[src/rtl/flag_word_arbiter.sv]
// flag_word_arbiter: round-robin arbiter that shares one 96-bit flag-word
// channel between NUM_REQ producers. A grant is held for a whole burst, which
// ends on req_last or on a beat limit. Byte enables mask each word on the way
// through, and the output is a registered valid/ready stage.
module flag_word_arbiter #(
  parameter int NUM_REQ   = 4,
  parameter int MAX_BEATS = 16,
  parameter int WORD_W    = 96
) (
  input  logic                        clk,
  input  logic                        rst,
  input  logic [NUM_REQ-1:0]          req_valid,
  input  logic [NUM_REQ-1:0]          req_last,
  input  logic [NUM_REQ*WORD_W-1:0]   req_data,
  input  logic [NUM_REQ*WORD_W/8-1:0] req_be,
  output logic [NUM_REQ-1:0]          req_ready,
  output logic                        out_valid,
  output logic [WORD_W-1:0]           out_data,
  output logic [2:0]                  out_src,
  output logic                        out_last,
  input  logic                        out_ready
);

  localparam int BYTES = WORD_W / 8;

  typedef enum logic [0:0] {
    IDLE = 1'b0,
    BUSY = 1'b1
  } state_t;

  // Zero every byte whose enable bit is clear. There is no lane-level
  // behaviour; the 32-bit lanes are just groups of four bytes.
  function automatic logic [WORD_W-1:0] apply_be(input logic [WORD_W-1:0] word,
                                                 input logic [BYTES-1:0]  be);
    logic [WORD_W-1:0] res;
    res = {WORD_W{1'b0}};
    for (int k = 0; k < BYTES; k++) begin
      res[8*k +: 8] = word[8*k +: 8] & {8{be[k]}};
    end
    return res;
  endfunction

  state_t              state_r;
  state_t              state_nxt_s;
  logic [2:0]          grant_r;
  logic [2:0]          rr_ptr_r;
  logic [7:0]          beat_cnt_r;
  logic                out_valid_r;
  logic [WORD_W-1:0]   out_data_r;
  logic [2:0]          out_src_r;
  logic                out_last_r;

  logic [7:0]          valid8_s;
  logic [3:0]          sum_s;
  logic [3:0]          cand_s;
  logic                pick_found_s;
  logic [2:0]          pick_idx_s;
  logic [NUM_REQ-1:0]  gmask_s;
  logic                sel_valid_s;
  logic                sel_last_s;
  logic [WORD_W-1:0]   sel_data_s;
  logic [BYTES-1:0]    sel_be_s;
  logic                slot_free_s;
  logic                xfer_s;
  logic                release_s;
  logic [2:0]          rr_next_s;
  logic [NUM_REQ-1:0]  req_ready_s;

  assign valid8_s = 8'(req_valid);

  // Round-robin search: first valid requester starting at rr_ptr, wrapping.
  always_comb begin
    pick_found_s = 1'b0;
    pick_idx_s   = 3'd0;
    sum_s        = 4'd0;
    cand_s       = 4'd0;
    for (int off = 0; off < NUM_REQ; off++) begin
      sum_s  = {1'b0, rr_ptr_r} + 4'(off);
      cand_s = (sum_s >= 4'(NUM_REQ)) ? (sum_s - 4'(NUM_REQ)) : sum_s;
      if (!pick_found_s && valid8_s[cand_s[2:0]]) begin
        pick_found_s = 1'b1;
        pick_idx_s   = cand_s[2:0];
      end else begin
        pick_idx_s   = pick_idx_s;
      end
    end
  end

  // One-hot view of the grant and an AND-OR mux of the granted requester.
  always_comb begin
    gmask_s     = {NUM_REQ{1'b0}};
    sel_valid_s = 1'b0;
    sel_last_s  = 1'b0;
    sel_data_s  = {WORD_W{1'b0}};
    sel_be_s    = {BYTES{1'b0}};
    for (int i = 0; i < NUM_REQ; i++) begin
      gmask_s[i]  = (grant_r == 3'(i));
      sel_valid_s = sel_valid_s | (req_valid[i] & gmask_s[i]);
      sel_last_s  = sel_last_s  | (req_last[i]  & gmask_s[i]);
      sel_data_s  = sel_data_s  | (req_data[WORD_W*i +: WORD_W] & {WORD_W{gmask_s[i]}});
      sel_be_s    = sel_be_s    | (req_be[BYTES*i +: BYTES]     & {BYTES{gmask_s[i]}});
    end
  end

  // The output slot can take a word when empty or being drained this cycle.
  assign slot_free_s = !out_valid_r || out_ready;
  assign xfer_s      = (state_r == BUSY) && sel_valid_s && slot_free_s;
  assign release_s   = sel_last_s || (beat_cnt_r == 8'(MAX_BEATS - 1));
  assign rr_next_s   = (grant_r == 3'(NUM_REQ - 1)) ? 3'd0 : (grant_r + 3'd1);

  // FSM state register.
  always_ff @(posedge clk) begin
    if (rst) begin
      state_r <= IDLE;
    end else begin
      state_r <= state_nxt_s;
    end
  end

  // FSM next state and the per-requester accept; nobody is accepted in IDLE.
  always_comb begin
    state_nxt_s = state_r;
    req_ready_s = {NUM_REQ{1'b0}};
    case (state_r)
      IDLE: begin
        if (pick_found_s) begin
          state_nxt_s = BUSY;
        end else begin
          state_nxt_s = IDLE;
        end
      end
      BUSY: begin
        req_ready_s = gmask_s & {NUM_REQ{slot_free_s}};
        if (xfer_s && release_s) begin
          state_nxt_s = IDLE;
        end else begin
          state_nxt_s = BUSY;
        end
      end
      default: begin
        state_nxt_s = IDLE;
        req_ready_s = {NUM_REQ{1'b0}};
      end
    endcase
  end

  // Grant, round-robin pointer and beat counter bookkeeping.
  always_ff @(posedge clk) begin
    if (rst) begin
      grant_r    <= 3'd0;
      rr_ptr_r   <= 3'd0;
      beat_cnt_r <= 8'd0;
    end else begin
      case (state_r)
        IDLE: begin
          if (pick_found_s) begin
            grant_r    <= pick_idx_s;
            beat_cnt_r <= 8'd0;
          end else begin
            grant_r    <= grant_r;
            beat_cnt_r <= beat_cnt_r;
          end
        end
        BUSY: begin
          if (xfer_s) begin
            beat_cnt_r <= beat_cnt_r + 8'd1;
            if (release_s) begin
              rr_ptr_r <= rr_next_s;
            end else begin
              rr_ptr_r <= rr_ptr_r;
            end
          end else begin
            beat_cnt_r <= beat_cnt_r;
          end
        end
        default: begin
          grant_r    <= 3'd0;
          rr_ptr_r   <= 3'd0;
          beat_cnt_r <= 8'd0;
        end
      endcase
    end
  end

  // Registered output stage: load on transfer, hold while stalled.
  always_ff @(posedge clk) begin
    if (rst) begin
      out_valid_r <= 1'b0;
      out_data_r  <= {WORD_W{1'b0}};
      out_src_r   <= 3'd0;
      out_last_r  <= 1'b0;
    end else if (xfer_s) begin
      out_valid_r <= 1'b1;
      out_data_r  <= apply_be(sel_data_s, sel_be_s);
      out_src_r   <= grant_r;
      out_last_r  <= release_s;
    end else if (out_ready) begin
      out_valid_r <= 1'b0;
    end else begin
      out_valid_r <= out_valid_r;
    end
  end

  assign req_ready = req_ready_s;
  assign out_valid = out_valid_r;
  assign out_data  = out_data_r;
  assign out_src   = out_src_r;
  assign out_last  = out_last_r;

endmodule

[config.mk]
export PLATFORM = sky130hd
export DESIGN_NAME = flag_word_arbiter
export DESIGN_NICKNAME = d
export VERILOG_FILES = /design/src/rtl/flag_word_arbiter.sv
export SDC_FILE = /design/constraint.sdc
export NUM_CORES = 1
export LEC_CHECK = 0
export ABC_CLOCK_PERIOD_IN_PS = 2900
export BUFFER_PORTS_ARGS = -buffer_cell sky130_fd_sc_hd__buf_2
export CAP_MARGIN = 5
export CORE_AREA = 10 10 205 207
export CTS_CLUSTER_SIZE = 14
export DETAILED_ROUTE_END_ITERATION = 7
export DIE_AREA = 0 0 215 217
export SLEW_MARGIN = 25
export SYNTH_ARGS = -nofsm -noshare
export SYNTH_HDL_FRONTEND = slang
export SYNTH_SLANG_ARGS = --single-unit
[constraint.sdc]
create_clock -name clk -period 2.9 [get_ports clk]
set_clock_uncertainty 0.1 [all_clocks]
set_input_delay 0.145 -clock clk [delete_from_list [all_inputs] [get_ports clk]]
set_output_delay 0.145 -clock clk [all_outputs]
set_load 0.02 [all_outputs]
==> metrics, run 1 <==
via count=8902; Total Routed Length=38130 um; die outline height=217 um; Die Outline Area=0.04666 sq mm; drt first pass iters=6; metal2 WL=18550 um; leading register cell type out of synthesis=sky130_fd_sc_hd__dfxtp_1; Core Rows=72; portion of the clock cycle consumed by the worst path in the final layout=0.8961; total inserted antenna cells=0; clock latency on the worst-skew pair=0.43 ns; clock tree buffer depth=2; DPL Wire Length=30940 um; P&R area growth vs syn=57.55%; signal arrival time at the worst endpoint=2.86 ns; FF+latch area=0.002323 sq mm; Met1 Wirelength=15570 um; Register-to-Register Path Depth=7; post-layout net count=1790; count of buffers from port buffering=547; Post-Route Hold Slack=0.03833 ns; final weighted congestion of routability-driven global placement=0.9112; number of hold-slack violations in the final timing report=0; worst-case setup margin in the final layout=0.3014 ns; DRC violations left=0; biggest area consumer among synthesized cells=sky130_fd_sc_hd__dfxtp_1; Setup Slack @ Placement=0.2111 ns; Min Clock Period, post-route=2.599 ns; post-CTS setup buffers=0; Avg WL per Cell=20.38 um; Synth Area in Simple Gates=0.09774; clock-pin slew on the worst setup and hold paths=0.06 ns; share of the synthesized area in compound gates (AO/OA/AOI/OAI)=0.4731; net count after synthesis=1280; uppermost layer routed=met5; total routing resource utilization after global routing=0.1538; mux cell area share after synthesis=0.01779; number of failing setup endpoints in the final timing report=0; filler cell count in the final layout=4165; largest family of logic cells by synthesized area=compound AO/OA/AOI/OAI gates; synthesized area=0.006823 sq mm; overall power consumption=5.522 mW; core region area=0.03811 sq mm; MaxCap Viol Count=0; worst setup path category=reg -> reg; synthesis-stage register bit count=116; kind of capture point of the worst setup path=flop; Avg Vias per Cell=4.758; clock tree from TritonCTS=done; Final Core Density=0.2821; area share of xor/xnor cells in the synthesized design=0.007702; wire length of the first global-routing pass=55770 um; unrepaired setup endpoints after global routing=no; maximum level of the CTS H-tree=4; startpoint types=flop; Peak supply drop=379.3 uV; clock root buffer=sky130_fd_sc_hd__clkbuf_16; transition time at the pin with the least slew margin=0.8081 ns; share of post-route cells with drive strength above 1=0.4642; Post-synth EDFFs=0; num ports=548; maximum number of pins on one net before global-route repair=61; Final Max Slew Viols=0; Setup TNS=0 ns; top achievable clock speed=0.3848 GHz; number of nets with antenna violations after detailed routing=0; async set-reset flop share out of synthesis=0; power per cell area=513.7 mW/mm^2; post-synthesis adder-cell area fraction=0.01284; Mapped Cells=830; effective utilization at floorplan=0.1790; Worst Hold Class=in -> reg; worst relative slew slack=0.4612; count of warnings emitted by yosys=0; total area of multi-input combinational cells=0.004188 sq mm; violation count after the first detailed-routing iteration=739; Seq/Total Area, Yosys=0.3404; worst endpoint required time=3.16 ns; area share of the largest cell type after synthesis=0.3404; Lkg Pwr=4.721 nW; hold depth=4; number of antenna violations at the first check in global routing=1; die extent in x=215 um; average instance area after synthesis=8.220 sq um; number of buffers inserted during clock tree synthesis=17; top cells by area in the synthesized netlist=sky130_fd_sc_hd__dfxtp_1, sky130_fd_sc_hd__a22oi_1, sky130_fd_sc_hd__a21o_1; via count of the first global-routing pass=9339; number of sinks on the clock net=116; total grt overflow=0; met3 routed wirelength=3228 um; largest fanout on the critical path=9; number of distinct library cell variants in the gate-level netlist after synthesis=46; outcome=finished, final reports clean
## logic make-up after synthesis
logic type | after synthesis
AO/OA/AOI/OAI | 453
AND/OR/NAND/NOR | 154
flip-flops | 116
buffers and inverters | 86
multiplexers | 8
adder cells (fa/ha/maj) | 7
XOR/XNOR | 6
## registers in the layout (all words and copies together), names as in the netlist
register    count
rr_ptr_r        3
beat_cnt_r      8
grant_r         3
state_r         1
out_last        1
out_valid       1
out_data       96
out_src         3
## what timing repair did
action	CTS	global route
endpoints found under the hold margin	10	0
resized for setup	0	1
endpoints found under the setup margin	0	1
hold buffers	1	0
## final cells by class
| type | count | share of cell area |
|---|---|---|
| well taps | 518 | 0.06030 |
| multi-input cells | 628 | 0.3896 |
| repair buffers | 571 | 0.2824 |
| clock inverters | 10 | 0.005354 |
| inverters | 6 | 0.002095 |
| flip-flops and latches | 116 | 0.2162 |
| clock buffers | 22 | 0.04412 |
## Yosys cell counts (2+ instances only)
master,instances
sky130_fd_sc_hd__nand4_1,3
sky130_fd_sc_hd__a21oi_1,107
sky130_fd_sc_hd__nor2b_1,7
sky130_fd_sc_hd__a211oi_1,2
sky130_fd_sc_hd__nor4_1,2
sky130_fd_sc_hd__buf_1,7
sky130_fd_sc_hd__a22oi_1,196
sky130_fd_sc_hd__and3_1,7
sky130_fd_sc_hd__nor2_1,3
sky130_fd_sc_hd__nand2b_1,2
sky130_fd_sc_hd__nor3_1,9
sky130_fd_sc_hd__xnor2_1,4
sky130_fd_sc_hd__nand2_1,111
sky130_fd_sc_hd__o211ai_1,2
sky130_fd_sc_hd__ha_1,7
sky130_fd_sc_hd__xor2_1,2
sky130_fd_sc_hd__a21o_1,97
sky130_fd_sc_hd__mux4_2,3
sky130_fd_sc_hd__mux2_2,3
sky130_fd_sc_hd__dfxtp_1,116
sky130_fd_sc_hd__o21ai_2,12
sky130_fd_sc_hd__clkbuf_1,61
sky130_fd_sc_hd__a221o_1,2
sky130_fd_sc_hd__or3_1,2
sky130_fd_sc_hd__inv_1,6
sky130_fd_sc_hd__nand3_1,3
sky130_fd_sc_hd__buf_2,11
sky130_fd_sc_hd__a22o_1,24
sky130_fd_sc_hd__mux2i_1,2
## through the flow
step / instances / instance area [sq um]
2_1_floorplan: 830 / 6823
3_3_place_gp: 1838 / 10210
3_5_place_dp: 1838 / 10210
4_1_cts: 1871 / 10750
5_1_grt: 1871 / 10750
6_report: 1871 / 10750
## worst max-delay path, stage by stage (launching register included)
cell and delay (ns):
sky130_fd_sc_hd__dfxtp_2 0.40, sky130_fd_sc_hd__inv_1 0.11, sky130_fd_sc_hd__ha_1 0.32, sky130_fd_sc_hd__mux4_2 0.52, sky130_fd_sc_hd__a221o_1 0.42, sky130_fd_sc_hd__a221oi_4 0.30, sky130_fd_sc_hd__or2_1 0.21, sky130_fd_sc_hd__and3_1 0.16
## power breakdown
| part | switching [mW] | internal, mW | total, mW |
|---|---|---|---|
| Clock | 0.775 | 1.14 | 1.92 |
| Combinational | 1.08 | 0.774 | 1.86 |
| Sequential | 0.0559 | 1.69 | 1.74 |
## worst paths after layout
| path | startpoint | endpoint | slack [ns] |
|---|---|---|---|
| worst max-delay path | rr_ptr_r[1] | grant_r[2] | 0.30 |
| worst min register to register | out_data[57] | out_data[57] | 0.35 |
| worst min-delay path | req_data[305] | out_data[17] | 0.04 |
| worst max register to register | rr_ptr_r[1] | grant_r[2] | 0.30 |
## routing by layer
layer,up-vias,track usage
met2,455,0.2594
met1,4201,0.1822
li1,4195,-
met3,49,0.05021
met5,-,0
met4,2,0.04835
## placed cells by master, fill, tap and decap left out, drive strengths merged, types with 6 or more instances in the layout
cell    netlist  layout
ha            7       7
a21oi       107     107
nor2b         7       7
a21o         97      97
clkinv        0       7
nand2       111     111
and3          7       7
dfxtp       116     116
inv           6       6
a22o         24      24
nor3          9       9
clkbuf       61      22
buf          19     570
o21ai        13      13
a22oi       196     196
Note: power is estimated with default switching activity, not from simulation.
==> run 2: changes to the inputs <==
--- a/config.mk
+++ b/config.mk
@@ -8,7 +8,8 @@
 export ABC_CLOCK_PERIOD_IN_PS = 2900
 export BUFFER_PORTS_ARGS = -buffer_cell sky130_fd_sc_hd__buf_2
 export CAP_MARGIN = 5
-export CORE_AREA = 10 10 205 207
+export CORE_AREA = 4 4 211 213
+export CTS_BUF_LIST = sky130_fd_sc_hd__clkbuf_4
 export CTS_CLUSTER_SIZE = 14
 export DETAILED_ROUTE_END_ITERATION = 7
 export DIE_AREA = 0 0 215 217
==> metrics, run 2 <==
outcome=did not finish; stopping stage=4_1_cts; Err=[ERROR RSZ-0060] Max buffer count reached.; average instance area after synthesis=8.220 sq um (unchanged); placed inst area=0.01026 sq mm (+0.54%); num ports=548 (unchanged); Core Rows=76 (+5.6%); top cells by area in the synthesized netlist=sky130_fd_sc_hd__dfxtp_1, sky130_fd_sc_hd__a22oi_1, sky130_fd_sc_hd__a21o_1; area share of xor/xnor cells in the synthesized design=0.007702 (unchanged); mux cell area share after synthesis=0.01779 (unchanged); clock root buffer=sky130_fd_sc_hd__clkbuf_4; final weighted congestion of routability-driven global placement=0.9996 (+9.7%); cell count after placement=1872 (+1.8%); Post-synth EDFFs=0 (unchanged); post-CTS setup buffers=0 (unchanged); CTS-repair resized insts=0 (unchanged); post-synthesis adder-cell area fraction=0.01284 (unchanged); maximum level of the CTS H-tree=4 (unchanged); count of buffers from port buffering=547 (unchanged); leading cell types by count after synthesis=sky130_fd_sc_hd__a22oi_1, sky130_fd_sc_hd__dfxtp_1, sky130_fd_sc_hd__nand2_1; count of warnings emitted by yosys=0 (unchanged); number of buffers inserted during clock tree synthesis=17 (unchanged); die outline height=217 um (unchanged); net count after synthesis=1280 (unchanged); leading register cell type out of synthesis=sky130_fd_sc_hd__dfxtp_1; die extent in x=215 um (unchanged); number of distinct library cell variants in the gate-level netlist after synthesis=46 (unchanged); Seq/Total Area, Yosys=0.3404 (unchanged); number of buffers inserted by hold repair at cts=383 (+382); DPL Wire Length=28820 um (-6.9%); number of sinks on the clock net=116 (unchanged); async set-reset flop share out of synthesis=0 (unchanged); clock tree buffer depth=2 (unchanged); largest family of logic cells by synthesized area=compound AO/OA/AOI/OAI gates; Synth Area in Simple Gates=0.09774 (unchanged); effective utilization at floorplan=0.1598 (-0.01925); Mapped Cells=830 (unchanged); share of the synthesized area in compound gates (AO/OA/AOI/OAI)=0.4731 (unchanged); count leader, synth=sky130_fd_sc_hd__a22oi_1; area share of the largest cell type after synthesis=0.3404 (unchanged); biggest area consumer among synthesized cells=sky130_fd_sc_hd__dfxtp_1; synthesized area=0.006823 sq mm (unchanged); synthesis-stage register bit count=116 (unchanged)
==> run 2: kinds of logic after synthesis <==
| family | Yosys count |
|---|---|
| XOR/XNOR | 6 |
| multiplexers | 8 |
| AND/OR/NAND/NOR | 154 |
| flip-flops | 116 |
| adder cells (fa/ha/maj) | 7 |
| AO/OA/AOI/OAI | 453 |
| buffers and inverters | 86 |
==> run 2: per-stage QoR <==
| stage | setup WS, ns | utilization |
|---|---|---|
| detailed placement | 0.2194 | 0.2403 |
| global placement | 0.2489 | 0.2403 |
| floorplan | 0.1300 | - |
==> run 3: changes to the inputs <==
==> config.mk (replaced) <==
export PLATFORM = sky130hd
export DESIGN_NAME = flag_word_arbiter
export DESIGN_NICKNAME = d
export VERILOG_FILES = /design/src/rtl/flag_word_arbiter.sv
export SDC_FILE = /design/constraint.sdc
export NUM_CORES = 1
export LEC_CHECK = 0
export ABC_CLOCK_PERIOD_IN_PS = 3770
export BUFFER_PORTS_ARGS = -buffer_cell sky130_fd_sc_hd__buf_2
export CAP_MARGIN = 5
export CORE_AREA = 4 4 213 215
export DETAILED_ROUTE_END_ITERATION = 7
export DIE_AREA = 0 0 217 219
export PLACE_DENSITY_LB_ADDON = 0.15
export SLEW_MARGIN = 25
export SYNTH_ARGS = -nofsm -noshare
export SYNTH_HDL_FRONTEND = slang
export SYNTH_SLANG_ARGS = --single-unit
==> constraint.sdc (replaced) <==
create_clock -name clk -period 3.77 [get_ports clk]
set_clock_uncertainty 0.1 [all_clocks]
set_input_delay 0.1885 -clock clk [delete_from_list [all_inputs] [get_ports clk]]
set_output_delay 0.1885 -clock clk [all_outputs]
set_load 0.02 [all_outputs]
==> metrics, run 3 (synthesis gave the netlist of run 1 again) <==
largest fanout on the critical path=9; Worst Hold Class=in -> reg; total grt overflow=0; overall power consumption=4.499 mW; DRC violations left=0; Register-to-Register Path Depth=7; die outline height=219 um (+0.92%); drt first pass iters=5; number of failing setup endpoints in the final timing report=0; wire length of the first global-routing pass=54210 um; met3 global-route usage=0.04445; clock tree buffer depth=2 (unchanged); effective utilization at floorplan=0.1560 (-0.003812); clock root buffer=sky130_fd_sc_hd__clkbuf_16; worst relative slew slack=0.5000; power per cell area=412.9 mW/mm^2; number of nets with antenna violations after detailed routing=0; cells along the critical path=inv_1 -> ha_1 -> mux4_2 -> a221o_1 -> a221oi_4 -> or2_1 -> a211oi_1; startpoint of the lowest-slack register-to-register path=rr_ptr_r[1]; Largest register FFs=96; die extent in x=217 um (+0.93%); Core Rows=77 (+1.3%); maximum level of the CTS H-tree=4 (unchanged); Die Outline Area=0.04752 sq mm; setup slack on the worst flop-to-flop path=0.86 ns; Total Routed Length=37880 um; placed inst area=0.01026 sq mm (unchanged); total area of multi-input combinational cells=0.004188 sq mm; CP max stage cell=sky130_fd_sc_hd__mux4_2; Min Clock Period, post-route=2.914 ns; Peak supply drop=225.6 uV; Lkg Pwr=4.732 nW; clock latency on the worst-skew pair=0.44 ns; startpoint types=flop; worst endpoint required time=3.96 ns; critical path capture point=grant_r[1]; leading cell type in the layout, fill and taps excluded=sky130_fd_sc_hd__buf_2; Avg WL per Cell=19.51 um; DPL Wire Length=29700 um (+3.1%); share of post-route cells with drive strength above 1=0.4622; clock tree from TritonCTS=done; signal arrival time at the worst endpoint=3.10 ns; number of hold-slack violations in the final timing report=0; post-layout net count=1785; via count of the first global-routing pass=8698; most used routing layer=met2; portion of the clock cycle consumed by the worst path in the final layout=0.7729; outcome=finished, final reports clean; core region area=0.04374 sq mm; violation count after the first detailed-routing iteration=485; filler cell count in the final layout=4966; kind of capture point of the worst setup path=flop; worst setup path category=reg -> reg; clock-pin slew on the worst setup and hold paths=0.06 ns; Hold Startpoint=req_data[298]; number of sinks on the clock net=116 (unchanged); final weighted congestion of routability-driven global placement=0.8041 (-20%); unrepaired setup endpoints after global routing=no; num ports=548 (unchanged); count of buffers from port buffering=547 (unchanged); Avg Vias per Cell=4.509; fraction of met2 tracks used by global routing=0.2549; met1 Resource Use GR=0.1847; post-route cell area=0.01090 sq mm; delay of the slowest cell on the worst path=0.56 ns; Final Max Slew Viols=0; transition time at the pin with the least slew margin=0.7499 ns; via count=8756; first element of the critical path=rr_ptr_r[1]; top achievable clock speed=0.3432 GHz; total routing resource utilization after global routing=0.1500; capture instance of the worst register-to-register path=grant_r[1]; MaxCap Viol Count=0; maximum number of pins on one net before global-route repair=59; Setup TNS=0 ns; number of antenna violations at the first check in global routing=4; P&R area growth vs syn=59.71%; FF+latch area=0.002322 sq mm; number of buffers inserted during clock tree synthesis=17 (unchanged); commonest cells after routing, fill and taps aside=sky130_fd_sc_hd__buf_2, sky130_fd_sc_hd__a22oi_1, sky130_fd_sc_hd__dfxtp_1
## run 3: what timing repair did
item	4_1_cts	5_1_grt
setup buffers	0	0
endpoints found under the hold margin	1	0
hold buffers	1	0
setup endpoints to repair	0	0
gates resized for setup	0	0
## run 3: layout make-up
cell class	count	area share
diodes	2	0.0004593
repair buffers	566	0.2751
multi-input cells	628	0.3843
flip-flops and latches	116	0.2131
clock buffers	21	0.04317
clock inverters	11	0.01378
well taps	592	0.06798
inverters	6	0.002067
## run 3: metrics by stage
step | utilization | hold WS (ns) | instances | worst slack, ns
floorplan | - | 0.3467 | 830 | 1.000
global placement | 0.2346 | 0.3403 | 1907 | 0.9219
detailed placement | 0.2346 | 0.3434 | 1907 | 0.8885
CTS | 0.2490 | 0.03649 | 1940 | 0.8703
global route | 0.2490 | 0.06479 | 1940 | 0.6568
finish | 0.2491 | 0.07281 | 1942 | 0.8563
## run 3: worst max-delay path: cells and delay by family, from the launching register on
family	cells	cell delay [ns]
compound gates	3	0.77
mux	1	0.56
fa+ha+maj	1	0.49
flops	1	0.48
simple gates	1	0.22
buf+inv	1	0.14
## run 3: worst min path at each step
stage | endpoint | cells after the start
after floorplan | out_valid | 3
after global placement | out_data[91] | 2
after detailed placement | out_data[88] | 2
after CTS | out_data[10] | 4
after global routing | out_data[62] | 4
final | out_data[10] | 4
## run 3: layer usage
metal  vias to the layer above  part of all wire
met1                      4144              0.42
li1                       4189                 -
met2                       381              0.49
met3                        38             0.072
met4                         4             0.020
met5                         -           0.00071
## run 3: power breakdown
group | total, mW | switching [mW] | internal (mW)
clock network | 1.74 | 0.642 | 1.09
registers | 1.34 | 0.0441 | 1.30
logic | 1.42 | 0.835 | 0.587
==> run 4: changes to the inputs <==
--- a/config.mk
+++ b/config.mk
@@ -5,12 +5,13 @@
 export SDC_FILE = /design/constraint.sdc
 export NUM_CORES = 1
 export LEC_CHECK = 0
-export ABC_CLOCK_PERIOD_IN_PS = 3770
+export ABC_AREA = 1
+export ABC_CLOCK_PERIOD_IN_PS = 2900
 export BUFFER_PORTS_ARGS = -buffer_cell sky130_fd_sc_hd__buf_2
 export CAP_MARGIN = 5
-export CORE_AREA = 4 4 213 215
+export CORE_AREA = 4 4 212 214
 export DETAILED_ROUTE_END_ITERATION = 7
-export DIE_AREA = 0 0 217 219
+export DIE_AREA = 0 0 216 218
 export PLACE_DENSITY_LB_ADDON = 0.15
 export SLEW_MARGIN = 25
 export SYNTH_ARGS = -nofsm -noshare
==> constraint.sdc (replaced) <==
create_clock -name clk -period 2.9 [get_ports clk]
set_clock_uncertainty 0.1 [all_clocks]
set_input_delay 0.145 -clock clk [delete_from_list [all_inputs] [get_ports clk]]
set_output_delay 0.145 -clock clk [all_outputs]
set_load 0.02 [all_outputs]
==> metrics, run 4 <==
outcome=finished, final reports clean; Mapped Cells=1189 (+43%); num ports=548 (unchanged); synthesized area=0.007153 sq mm (+4.8%); leading register cell type out of synthesis=sky130_fd_sc_hd__dfxtp_1; Lkg Pwr=5.547 nW (+17%); Worst Hold Class=in -> reg; number of distinct library cell variants in the gate-level netlist after synthesis=34 (-26%); Synth Area in Simple Gates=0.4819 (+0.3842); number of buffers inserted during clock tree synthesis=17 (unchanged); post-layout net count=2229 (+25%); drt first pass iters=5 (unchanged); top cells by area in the synthesized netlist=sky130_fd_sc_hd__nand2_1, sky130_fd_sc_hd__dfxtp_1, sky130_fd_sc_hd__nand4_1; Core Rows=76 (-1.3%); clock tree buffer depth=2 (unchanged); Peak supply drop=276.5 uV (+23%); worst relative slew slack=0.4663 (-0.03363); violation count after the first detailed-routing iteration=402 (-17%); Post-synth EDFFs=0 (unchanged); area share of the largest cell type after synthesis=0.3385 (-0.001899); clock-pin slew on the worst setup and hold paths=0.06 ns (about the same); Avg Vias per Cell=4.269 (-5.3%); biggest area consumer among synthesized cells=sky130_fd_sc_hd__nand2_1; die extent in x=216 um (-0.46%); Final Max Slew Viols=0 (unchanged); share of post-route cells with drive strength above 1=0.3488 (-0.1134); largest fanout on the critical path=42 (+33); share of the synthesized area in compound gates (AO/OA/AOI/OAI)=0.1081 (-0.3650); Final Core Density=0.2763 (+0.02722); CP max stage cell=sky130_fd_sc_hd__dlygate4sd3_1; overall power consumption=6.710 mW (+49%); transition time at the pin with the least slew margin=0.8005 ns (+0.05055 ns); total routing resource utilization after global routing=0.1624 (+0.01246); synthesis-stage register bit count=116 (unchanged); worst-case setup margin in the final layout=0.2887 ns (-0.5676 ns); clock tree from TritonCTS=done; power per cell area=566.2 mW/mm^2 (+37%); post-synthesis adder-cell area fraction=0.01224 (-0.0005928); count of warnings emitted by yosys=0 (unchanged); mux cell area share after synthesis=0 (-0.01779); maximum number of pins on one net before global-route repair=107 (+81%); P&R area growth vs syn=65.68%; portion of the clock cycle consumed by the worst path in the final layout=0.9005 (+0.1276); Setup TNS=0 ns (unchanged); count leader, synth=sky130_fd_sc_hd__nand2_1; wire length of the first global-routing pass=59470 um (+9.7%); kind of capture point of the worst setup path=flop; Min Clock Period, post-route=2.611 ns (-0.3024 ns); core region area=0.04289 sq mm (-2.0%); via count of the first global-routing pass=10160 (+17%); Die Outline Area=0.04709 sq mm (-0.92%); number of failing setup endpoints in the final timing report=0 (unchanged); unrepaired setup endpoints after global routing=no; signal arrival time at the worst endpoint=2.85 ns (-0.25 ns); number of antenna violations at the first check in global routing=9 (+5); net count after synthesis=1639 (+28%); die outline height=218 um (-0.46%); MaxCap Viol Count=0 (unchanged); Setup Slack @ Placement=0.3695 ns (-0.5190 ns); Largest register FFs=96 (unchanged); average instance area after synthesis=6.016 sq um (-27%); clock latency on the worst-skew pair=0.42 ns (-0.02 ns); Avg WL per Cell=16.93 um (-13%); delay of the slowest cell on the worst path=0.56 ns (about the same); via count=10160 (+16%); DRC violations left=0 (unchanged); Total Routed Length=40290 um (+6.3%); startpoint types=flop; Seq/Total Area, Yosys=0.3246 (-0.01572); DPL Wire Length=31770 um (+7.0%); worst endpoint required time=3.14 ns (-0.82 ns); leading cell type in the layout, fill and taps excluded=sky130_fd_sc_hd__nand2_1; maximum level of the CTS H-tree=4 (unchanged); worst setup path category=reg -> reg; top achievable clock speed=0.3829 GHz (+12%); count of buffers from port buffering=547 (unchanged); number of nets with antenna violations after detailed routing=0 (unchanged); commonest cells after routing, fill and taps aside=sky130_fd_sc_hd__nand2_1, sky130_fd_sc_hd__buf_2, sky130_fd_sc_hd__a21oi_1; number of hold-slack violations in the final timing report=0 (unchanged); final weighted congestion of routability-driven global placement=0.8515 (+5.9%); leading cell types by count after synthesis=sky130_fd_sc_hd__nand2_1, sky130_fd_sc_hd__a21oi_1, sky130_fd_sc_hd__dfxtp_1; clock root buffer=sky130_fd_sc_hd__clkbuf_16; effective utilization at floorplan=0.1668 (+0.01081); number of sinks on the clock net=116 (unchanged); Worst path most repeated cell=sky130_fd_sc_hd__nand2_1; async set-reset flop share out of synthesis=0 (unchanged); cells along the critical path=inv_1 -> ha_1 -> nand2_1 -> inv_6 -> buf_12 -> nand2_1 -> nand4_1 -> dlygate4sd3_1 -> nand2_1 -> a21oi_1; filler cell count in the final layout=4922 (-0.89%); total grt overflow=0 (unchanged); area share of xor/xnor cells in the synthesized design=0.004898 (-0.002805); largest family of logic cells by synthesized area=simple AND/OR/NAND/NOR gates; Post-Route Hold Slack=0.01729 ns (-0.05552 ns)
run 4: cell types whose count changed in the layout (fill, tap and decap cells not counted), moves of 17 or more:
cell | before | now
sky130_fd_sc_hd__dlygate4sd3_1 | 1 | 71
sky130_fd_sc_hd__nand4_1 | 3 | 99
sky130_fd_sc_hd__nand2_1 | 111 | 645
sky130_fd_sc_hd__nor2_1 | 3 | 38
sky130_fd_sc_hd__nand3_1 | 3 | 20
sky130_fd_sc_hd__a22oi_1 | 196 | 0
sky130_fd_sc_hd__a21o_1 | 97 | 0
run 4: layout make-up:
| cell class | instances | area (sq um) | area share |
|---|---|---|---|
| antenna | 2 | 5.005 | 0.0004223 |
| clock buffer | 21 | 470.5 | 0.03970 |
| clock inverter | 11 | 151.4 | 0.01277 |
| inverter | 27 | 113.9 | 0.009607 |
| multi-input combinational | 974 | 4343 | 0.3664 |
| sequential | 116 | 2322 | 0.1959 |
| tap | 585 | 732.0 | 0.06176 |
| timing repair buffer | 643 | 3714 | 0.3133 |
run 4: cell families after synthesis:
family / after synthesis
XOR/XNOR: 4
AO/OA/AOI/OAI: 140
flip-flops: 116
adder cells (fa/ha/maj): 7
buffers and inverters: 99
AND/OR/NAND/NOR: 823
run 4: what timing repair did:
action                     in CTS  in global routing
gates resized for setup         0                  1
hold buffers                   71                  0
hold endpoints to repair       47                  0
setup buffers                   0                  0
setup endpoints to repair       0                  1
run 4: report_power, final:
group / switching (mW) / total, mW / internal, mW
clock: 0.822 / 2.24 / 1.42
combinational: 1.66 / 2.69 / 1.03
sequential: 0.0644 / 1.78 / 1.72
total: 2.54 / 6.71 / 4.17
run 4: worst max-delay path, delay by kind of cell, from the launching register on:
family / cells / cell delay (ns)
adder cells (fa/ha/maj): 1 / 0.16
AND/OR/NAND/NOR: 4 / 0.46
flip-flops: 1 / 0.34
buffers and inverters: 4 / 1.31
AO/OA/AOI/OAI: 1 / 0.13
run 4: path summary, 6_finish.rpt:
kind | start | endpoint | slack [ns] | cells past startpoint
worst min-delay path | req_data[55] | out_data[55] | 0.02 | 5
worst max-delay path | grant_r[0] | out_data[45] | 0.29 | 10
worst min register to register | out_src[2] | out_src[2] | 0.34 | 2
worst max register to register | grant_r[0] | out_data[45] | 0.29 | 10
run 4: metal layers:
metal,track usage,vias to the layer above,wire length (um)
li1,-,5073,-
met1,0.1930,4671,16460
met2,0.2860,347,20090
met3,0.04473,57,2675
met4,0.04886,8,980
met5,0,-,74
run 4: stage by stage:
stage / cell area [sq um] / instances
2_1_floorplan: 7153 / 1189
3_3_place_gp: 10510 / 2274
3_5_place_dp: 10510 / 2274
4_1_cts: 11840 / 2377
5_1_grt: 11850 / 2379
6_report: 11850 / 2379
